===== src/rtl/mmcm_reset_sequencer.sv =====
// -----------------------------------------------------------------------------
// mmcm_reset_sequencer
//
// Control-side companion of the system clock generator MMCM. Drives the MMCM
// reset pin, synchronizes and filters its LOCKED output, and releases a set of
// downstream domain resets one after another once lock has been stable for
// long enough. It recovers from lock loss and from lock timeout. Runs on the
// free-running reference clock that also feeds the MMCM input.
//
// Ports:
//   clk_in        in   free-running reference clock (same as MMCM CLKIN1)
//   reset         in   synchronous, active-high block reset
//   locked_in     in   MMCM LOCKED, asynchronous to clk_in
//   force_reset   in   level request to restart the sequence (clk_in domain)
//   mmcm_reset    out  MMCM RST, active high
//   rst_out       out  NUM_RST downstream resets, active high, bit i released i-th
//   ready         out  all rst_out released and lock good
//   relock_count  out  number of lock-loss restarts, saturating at 255
//   timeout_err   out  sticky flag, at least one lock timeout occurred
//
// Build option:
//   MMCM_SEQ_AUTO_RELOCK_EN  defined   : lock loss in S_RELEASE/S_RUN restarts
//                                        the sequence automatically.
//                            undefined : lock loss parks in S_FAULT (MMCM held
//                                        in reset) until force_reset or reset.
//
// TCQ is kept for compatibility with existing instantiations; registered
// assignments in this model carry no clock-to-out delay.
// -----------------------------------------------------------------------------
module mmcm_reset_sequencer #(
  parameter int TCQ                 = 1,
  parameter int RST_PULSE_CYCLES    = 16,
  parameter int LOCK_FILTER_CYCLES  = 64,
  parameter int LOCK_TIMEOUT_CYCLES = 100000,
  parameter int NUM_RST             = 3,
  parameter int STAGGER_CYCLES      = 8
) (
  input  logic               clk_in,
  input  logic               reset,
  input  logic               locked_in,
  input  logic               force_reset,
  output logic               mmcm_reset,
  output logic [NUM_RST-1:0] rst_out,
  output logic               ready,
  output logic [7:0]         relock_count,
  output logic               timeout_err
);

  localparam int PULSE_W  = $clog2(RST_PULSE_CYCLES) + 1;
  localparam int FILT_W   = $clog2(LOCK_FILTER_CYCLES) + 1;
  localparam int TMO_W    = $clog2(LOCK_TIMEOUT_CYCLES) + 1;
  localparam int STAG_MAX = STAGGER_CYCLES * NUM_RST;
  localparam int STAG_W   = $clog2(STAG_MAX) + 1;

  localparam logic [PULSE_W-1:0] PULSE_LAST = PULSE_W'(RST_PULSE_CYCLES - 1);
  // The locked_s sample that moves S_WAIT_LOCK to S_FILTER is the first of the
  // consecutive locked cycles, so S_FILTER needs LOCK_FILTER_CYCLES-1 more.
  localparam logic [FILT_W-1:0]  FILT_LAST  =
    FILT_W'((LOCK_FILTER_CYCLES >= 2) ? (LOCK_FILTER_CYCLES - 2) : 0);
  localparam logic [TMO_W-1:0]   TMO_LIMIT  = TMO_W'(LOCK_TIMEOUT_CYCLES);
  localparam logic [STAG_W-1:0]  STAG_LAST  = STAG_W'(STAG_MAX);

  if (TCQ < 0 || RST_PULSE_CYCLES < 1 || LOCK_FILTER_CYCLES < 1 ||
      LOCK_TIMEOUT_CYCLES < 2 || NUM_RST < 1 || NUM_RST > 8 ||
      STAGGER_CYCLES < 1) begin : g_param_check
    $error("mmcm_reset_sequencer: parameter out of range");
  end

  typedef enum logic [2:0] {
    S_RST       = 3'd0,
    S_WAIT_LOCK = 3'd1,
    S_FILTER    = 3'd2,
    S_RELEASE   = 3'd3,
    S_RUN       = 3'd4,
    S_FAULT     = 3'd5
  } state_t;

`ifdef MMCM_SEQ_AUTO_RELOCK_EN
  localparam state_t LOSS_STATE = S_RST;
`else
  localparam state_t LOSS_STATE = S_FAULT;
`endif

  function automatic logic [7:0] sat_inc8(input logic [7:0] v);
    return (v == 8'hFF) ? v : (v + 8'd1);
  endfunction

  logic                lock_meta_p0;
  logic                locked_s;

  state_t              state, state_nx;
  logic [PULSE_W-1:0]  pulse_cnt, pulse_nx;
  logic [FILT_W-1:0]   filt_cnt, filt_nx;
  logic [TMO_W-1:0]    tmo_cnt, tmo_nx, tmo_inc;
  logic [STAG_W-1:0]   stag_cnt, stag_nx;
  logic [7:0]          relock_nx;
  logic                tmo_err_nx;
  logic                mmcm_reset_nx;
  logic [NUM_RST-1:0]  rst_out_nx;
  logic                ready_nx;

  // Stage p0 -> locked_s: two-flop synchronizer for the asynchronous LOCKED
  always_ff @(posedge clk_in) begin
    if (reset) begin
      lock_meta_p0 <= 1'b0;
      locked_s     <= 1'b0;
    end else begin
      lock_meta_p0 <= locked_in;
      locked_s     <= lock_meta_p0;
    end
  end

  always_comb begin
    state_nx   = state;
    pulse_nx   = pulse_cnt;
    filt_nx    = filt_cnt;
    tmo_nx     = tmo_cnt;
    stag_nx    = stag_cnt;
    relock_nx  = relock_count;
    tmo_err_nx = timeout_err;
    tmo_inc    = tmo_cnt + 1'b1;

    if (force_reset) begin
      // Holding the pulse counter at zero stretches mmcm_reset over the whole
      // force level; lock loss and timeout are ignored in this cycle.
      state_nx = S_RST;
      pulse_nx = '0;
      filt_nx  = '0;
      tmo_nx   = '0;
      stag_nx  = '0;
    end else begin
      case (state)
        S_RST: begin
          filt_nx = '0;
          tmo_nx  = '0;
          stag_nx = '0;
          if (pulse_cnt == PULSE_LAST) begin
            state_nx = S_WAIT_LOCK;
            pulse_nx = '0;
          end else begin
            pulse_nx = pulse_cnt + 1'b1;
          end
        end

        S_WAIT_LOCK: begin
          tmo_nx = tmo_inc;
          if (tmo_inc == TMO_LIMIT) begin
            state_nx   = S_RST;
            tmo_err_nx = 1'b1;
            tmo_nx     = '0;
            pulse_nx   = '0;
          end else if (locked_s) begin
            filt_nx = '0;
            stag_nx = '0;
            if (LOCK_FILTER_CYCLES < 2) state_nx = S_RELEASE;
            else                        state_nx = S_FILTER;
          end
        end

        S_FILTER: begin
          // The timeout keeps running across filter restarts so a chattering
          // LOCKED cannot stall the sequence forever.
          tmo_nx = tmo_inc;
          if (tmo_inc == TMO_LIMIT) begin
            state_nx   = S_RST;
            tmo_err_nx = 1'b1;
            tmo_nx     = '0;
            pulse_nx   = '0;
            filt_nx    = '0;
          end else if (!locked_s) begin
            state_nx = S_WAIT_LOCK;
            filt_nx  = '0;
          end else if (filt_cnt == FILT_LAST) begin
            state_nx = S_RELEASE;
            filt_nx  = '0;
            stag_nx  = '0;
          end else begin
            filt_nx = filt_cnt + 1'b1;
          end
        end

        S_RELEASE: begin
          if (!locked_s) begin
            state_nx  = LOSS_STATE;
            relock_nx = sat_inc8(relock_count);
            pulse_nx  = '0;
            stag_nx   = '0;
          end else if (stag_cnt == STAG_LAST) begin
            state_nx = S_RUN;
            stag_nx  = '0;
          end else begin
            stag_nx = stag_cnt + 1'b1;
          end
        end

        S_RUN: begin
          if (!locked_s) begin
            state_nx  = LOSS_STATE;
            relock_nx = sat_inc8(relock_count);
            pulse_nx  = '0;
          end
        end

        S_FAULT: begin
          pulse_nx = '0;
        end

        default: begin
          state_nx = S_RST;
          pulse_nx = '0;
        end
      endcase
    end

    // Outputs are decoded from the next state so that they leave the register
    // in the same cycle as the state they belong to.
    mmcm_reset_nx = (state_nx == S_RST) || (state_nx == S_FAULT);
    ready_nx      = (state_nx == S_RUN);
    rst_out_nx    = '1;
    if (state_nx == S_RUN) begin
      rst_out_nx = '0;
    end else if (state_nx == S_RELEASE) begin
      for (int i = 0; i < NUM_RST; i++) begin
        rst_out_nx[i] = (stag_nx < STAG_W'(STAGGER_CYCLES * (i + 1)));
      end
    end
  end

  // FSM state, counters and registered outputs
  always_ff @(posedge clk_in) begin
    if (reset) begin
      state        <= S_RST;
      pulse_cnt    <= '0;
      filt_cnt     <= '0;
      tmo_cnt      <= '0;
      stag_cnt     <= '0;
      relock_count <= 8'd0;
      timeout_err  <= 1'b0;
      mmcm_reset   <= 1'b1;
      rst_out      <= '1;
      ready        <= 1'b0;
    end else begin
      state        <= state_nx;
      pulse_cnt    <= pulse_nx;
      filt_cnt     <= filt_nx;
      tmo_cnt      <= tmo_nx;
      stag_cnt     <= stag_nx;
      relock_count <= relock_nx;
      timeout_err  <= tmo_err_nx;
      mmcm_reset   <= mmcm_reset_nx;
      rst_out      <= rst_out_nx;
      ready        <= ready_nx;
    end
  end

endmodule

===== config.mk =====
export PLATFORM = sky130hd
export DESIGN_NAME = mmcm_reset_sequencer
export DESIGN_NICKNAME = d
export VERILOG_FILES = /design/src/rtl/mmcm_reset_sequencer.sv
export SDC_FILE = /design/constraint.sdc
export NUM_CORES = 1
export LEC_CHECK = 0
export CAP_MARGIN = 20
export CORE_ASPECT_RATIO = 0.5
export CORE_MARGIN = 2
export CORE_UTILIZATION = 42
export CTS_BUF_LIST = sky130_fd_sc_hd__clkbuf_2
export DETAILED_ROUTE_END_ITERATION = 10
export DONT_BUFFER_PORTS = 1
export HOLD_SLACK_MARGIN = 0.08
export SLEW_MARGIN = 40
export SYNTH_ARGS = -nofsm -noshare
export SYNTH_HDL_FRONTEND = slang
export SYNTH_SLANG_ARGS = --single-unit

===== constraint.sdc =====
create_clock -name clk_in -period 2.5 [get_ports clk_in]
set_clock_uncertainty 0.1 [all_clocks]
set_input_delay 0.5 -clock clk_in [delete_from_list [all_inputs] [get_ports clk_in]]
set_output_delay 0.5 -clock clk_in [all_outputs]
set_load 0.005 [all_outputs]

Word level (Yosys, flattened, before mapping)
Index checks and enable logic that the tools add are counted.
- bits in registers: 55
- latch bits: 0
- memory bits (writable): 0
- bits in read-only memories: 0
- bits of input ports: 4
- output and inout bits: 14
- logic and storage cells: 86
- memories: 0
- add/sub/neg operators: 5
- multiply operators: 0
- div/mod/pow operators: 0
- magnitude comparators: 3
- equal/unequal tests: 17
- shifts and indexed selects: 0
- multiplexer cells: 34
- bitwise gates (word level): 3
- reductions and logical operators: 12
- operator list (cell ; number):
    $mux W6 ; 8
    $mux W3 ; 12
    $pmux W18 S2 ; 1
    $mux W7 ; 5
    $pmux W6 S4 ; 1
    $pmux W7 S3 ; 1
    $add A18 B1 Y18 const B ; 1
    $eq A18 B17 Y1 const B ; 1
    $mux W18 ; 1
    $pmux W3 S6 ; 1
    $mux W5 ; 3
    $pmux W5 S3 ; 1
    $eq A3 B3 Y1 const B ; 4
    $lt A6 B5 Y1 const B ; 2
    $eq A3 B2 Y1 const B ; 3
    $add A8 B1 Y8 const B ; 1
    $eq A8 B8 Y1 const B ; 1
    $add A7 B1 Y7 const B ; 1
    $eq A7 B6 Y1 const B ; 1
    $add A6 B1 Y6 const B ; 1
    $eq A6 B5 Y1 const B ; 1
    $logic_not A3 Y1 ; 2
    $lt A6 B4 Y1 const B ; 1
    $ne A2 B2 Y1 const B ; 3
    12 further kinds ; 17

Longest topological paths before layout
- word-level depth: 9
- depth in mapped cells: 12

Worst setup path before layout
Ideal clock, no wire load.
- path kind: reg2reg
- from: register tmo_cnt[0]
- to: register tmo_cnt[1]
- data arrival time: 2.307 ns
- setup slack: -0.035 ns
- stages on the path, launching flop included: 13
- path through: dfxtp_1 ha_1 and3_1 and4_4 buf_6 xor2_1 o31ai_2 and3_1 buf_6 nor2_4 buf_4 a22oi_1 nor2_1
- cells in the longest elaborated chain, start to end: 4
- ends and longest elaborated chain (item ; RTL line ; RTL):
    start: declaration ; 94 ; logic [TMO_W-1:0] tmo_cnt, tmo_nx, tmo_inc;
    start signal: assignment ; 246 ; tmo_cnt <= tmo_nx;
    $add A18 B1 Y18 * ; 121 ; tmo_inc = tmo_cnt + 1'b1;
    $eq A18 B17 Y1 ; 147, 164 ;
    $mux W18 * ; 147, 164 ;
    $pmux W18 S2 * ; 132 ; case (state)
Mark *: on every way between the ends. The rest lies on a longest branch, timed or not.
A chain may end at the register's enable or synchronous reset.

Worst setup path in the final report
- from: register tmo_cnt[0]
- to: register rst_out[2]
- cells in the longest elaborated chain, start to end: 8
- elaborated cells between the ends (all ways): 15
- classes of those cells: 1 x add/sub; 1 x order compare; 3 x eq/ne; 10 x mux
- ends and longest elaborated chain (item ; RTL line ; RTL):
    $add A18 B1 Y18 * ; 121 ;
    $eq A18 B17 Y1 * ; 147, 164 ;
    $mux W6, or another cell as far along ; 164 ; if (tmo_inc == TMO_LIMIT) begin
    $pmux W6 S4 or $pmux W3 S6 (tied branches) ; 132 ;
    $mux W6 or $mux W3 (tied branches) ; 123 ; if (force_reset) begin
    $lt A6 B5 Y1 or $eq A3 B2 Y1 (tied branches) ; 224, 222 ;
    $mux W3 ; 222 ; end else if (state_nx == S_RELEASE) begin
    $mux W3 * ; 220 ; if (state_nx == S_RUN) begin
    end signal: assignment ; 251 ; rst_out <= rst_out_nx;
    end: declaration ; 43 ; output logic [NUM_RST-1:0] rst_out,
Marked as above.

==> results_dict.tcl <==
set metrics [dict create \
    critPathMaxStageDelay_ps 400 \
    synth_edf_count 0 \
    fin_crit_sh 1.07 \
    fillers 669 \
    synth.yosys.seq_area_share 0.344 \
    num-nets-final 456 \
    die_y_um 65.7 \
    reg2reg_from "tmo_cnt[0]" \
    setup_viol 35 \
    vias 3220 \
    numPortBuffers 0 \
    rsz0062_at_grt "yes" \
    crit_start "tmo_cnt[0]" \
    root_buffer "clkbuf_2" \
    ys_ff_latch 55 \
    grt_max_degree 31 \
    cts_sinks 55 \
    end_kind "flip-flop" \
    worstPathCellList "ha_4 > buf_6 > and3_4 > and4_4 > buf_12 > xor2_4 > nor4_4 > and3_4 > buf_6 > o211ai_1 > a211oi_2 > a311oi_2" \
    timing.final.crit_period_ps 2670 \
    setup_ws_ps -172 \
    syn2layout_area_growth_pct 29.6 \
    ff2ff_path_depth 12 \
    clock_path_buffers 2 \
    hold_path.class "in2reg" \
    rows 22 \
    instances_no_fill 542 \
    grt_pass1_wl_mm 15.2 \
    final-hold-violation-count 0 \
    crit_required_ps 2800 \
    timing.fmax_ghz 0.374 \
    clk_latency_ps 480 \
    routabilityCongestion 0.904 \
    grt_overflow 0 \
    yosys_warnings 0 \
    core_area_um2 7350 \
    hpwl_mm 5.87 \
    synthDistinctLibCells 67 \
    arrival_ps 2970 \
    start_util 0.435 \
    maxSlewViolCount 0 \
    reg2reg_slack_ps -170 \
    slowest_stage "dfxtp_2" \
    cts_made_buffers 5 \
    power_density_nw_per_um2 314 \
    ant_nets 0 \
    whs_ps 114 \
    async_reset_ff_frac 0 \
    worstSetupEndpoint "rst_out[2]" \
    synth_area_leader_cell "dfxtp_1" \
    drv_cap 0 \
    synth_area_um2 3200 \
    cts_tree "done" \
    h-tree-depth 2 \
    track_usage 0.230 \
    post-route-drc-count 0 \
    grt_antenna_before_repair 0 \
    final_layout_size_suffix_gt1_frac 0.309 \
    slew_headroom 0.588 \
    r2r_end "rst_out[2]" \
    drt_first_pass_iters 5 \
    worst_pin_slew_ps 618 \
    violations "setup timing" \
    avgViaCountPerCell 5.94 \
    wirelength_mm 9.34 \
    status "finished with violations" \
    io_pins 18 \
    postSynthAreaPerCell_um2 7.98 \
    ys.flop_type "dfxtp_1" \
    critPathMaxFanout 5 \
    clkTransAtPathRegs_ps 300 \
    syn_inst 401 \
    drtIter0Drc 333 \
    grt_pass1_vias 3069 \
    power_leakage_nw 1.38 \
    synth_top_area_frac 0.344 \
    insertedDiodeCount 0 \
    dieArea_um2 8380 \
    synthesis.nets 412 \
    numPlacedInstances 513 \
    synthTopCellsByArea "dfxtp_1 (34%), a21oi_1 (6.6%), nor2_1 (4.7%)" \
    worst_setup_path_start_kind "flip-flop" \
    die_w_um 127 \
    path_class "reg2reg" \
    ir_drop_mv 0.178 \
    wl_per_cell_um 17.2 \
]
registers in the layout, indices dropped and copies added, names as in the netlist:
signal	flops
stag_cnt	6
lock_meta_p0	1
rst_out	3
locked_s	1
relock_count	8
filt_cnt	7
tmo_cnt	18
mmcm_reset	1
ready	1
state	3
pulse_cnt	5
timeout_err	1
metrics by stage:
step           power, W  TNS [ps]  setup slack [ps]  instance area, um2  utilization
2_1_floorplan  0.000920         0              10.4                3200            -
3_3_place_gp   0.000927     -3540              -198                3510        0.477
3_5_place_dp   0.000927     -3870              -218                3510        0.477
4_1_cts         0.00132      -392             -67.8                3950        0.537
5_1_grt         0.00136     -5980              -251                4150        0.564
6_report        0.00130     -2810              -172                4150        0.564
power breakdown:
group          switching [W]  internal [W]
sequential        0.00000288      0.000882
combinational      0.0000244     0.0000113
clock               0.000310     0.0000728
worst max-delay path: cells and delay by family, from the launching register on:
kind	cells	cell delay, ps
AND/OR/NAND/NOR	4	1000
AO/OA/AOI/OAI	3	440
flip-flops	1	400
buffers and inverters	3	340
adder cells (fa/ha/maj)	1	170
XOR/XNOR	1	170
cell families (layout without fill, tap and decap cells):
group / Yosys count / count (layout) / synth area share
AOI/OAI and AO/OA: 107 / 108 / 0.216
xor gates and xnor gates: 12 / 12 / 0.0352
adders and majority gates: 8 / 8 / 0.0305
buffers and inverters: 35 / 78 / 0.0528
DFF: 55 / 55 / 0.344
muxes: 2 / 2 / 0.00626
and+or+nand+nor: 182 / 183 / 0.315
per-layer routing:
layer / track usage / share of wire / vias up
met5: 0 / 0 / -
met4: 0.0563 / 0.0081 / 0
met3: 0.0497 / 0.052 / 8
met2: 0.362 / 0.46 / 84
met1: 0.321 / 0.48 / 1570
li1: - / - / 1558
synthesized netlist by cell type (5+ instances only):
cell      instances
nand2b_1          5
a21oi_1          42
and3_1           13
ha_1              7
inv_1             8
nand4b_1          5
nand3_1          16
nor2_1           40
clkbuf_1         18
nor3_1           15
a31oi_1           6
or3_1            11
dfxtp_1          55
nor2b_1           6
nand2_1          27
xnor2_1           7
nand3b_1          6
o21ai_0          20
nand4_1           5
and2_1            8
placed cells by master (no fill, tap or decap), types with 4 or more instances in the layout:
master    count
buf_4        49
dfxtp_1      48
nor2_1       38
a21oi_1      33
nand2_1      25
nor3_1       15
o21ai_1      15
nand3_1      13
or3_1        11
and3_1        9
buf_6         9
inv_1         8
a21oi_2       8
and2_1        7
nor2b_1       6
xnor2_1       6
nand3b_1      6
ha_1          6
nand4_1       5
nand2b_1      5
a31oi_1       5
nand4b_1      5
clkbuf_2      5
dfxtp_2       5
and3_4        4
a211oi_2      4
o21ai_0       4
worst min path at each step:
stage / start / end / slack [ps] / cells after the start
2_1_floorplan: lock_meta_p0 / locked_s / 310 / 1
3_3_place_gp: lock_meta_p0 / locked_s / 340 / 1
3_5_place_dp: lock_meta_p0 / locked_s / 340 / 1
4_1_cts: force_reset / timeout_err / 90 / 3
5_1_grt: force_reset / timeout_err / 100 / 3
6_report: force_reset / timeout_err / 110 / 3
cell type report:
type / instances / area (um2) / share of cell area
repair buffers: 62 / 529 / 0.128
inverters: 8 / 30.0 / 0.00724
well taps: 96 / 120 / 0.0290
flip-flops and latches: 55 / 1110 / 0.269
clock inverters: 3 / 25.0 / 0.00603
multi-input cells: 313 / 2300 / 0.555
clock buffers: 5 / 25.0 / 0.00603
timing repair:
item / in CTS / in global routing
endpoints found under the hold margin: 11 / 0
endpoints found under the setup margin: 36 / 40
pin swaps: 25 / 33
setup buffers: 13 / 6
hold buffers: 2 / 0
cloned: 2 / 0
resized for setup: 50 / 48
(Power assumes the default switching activity.)
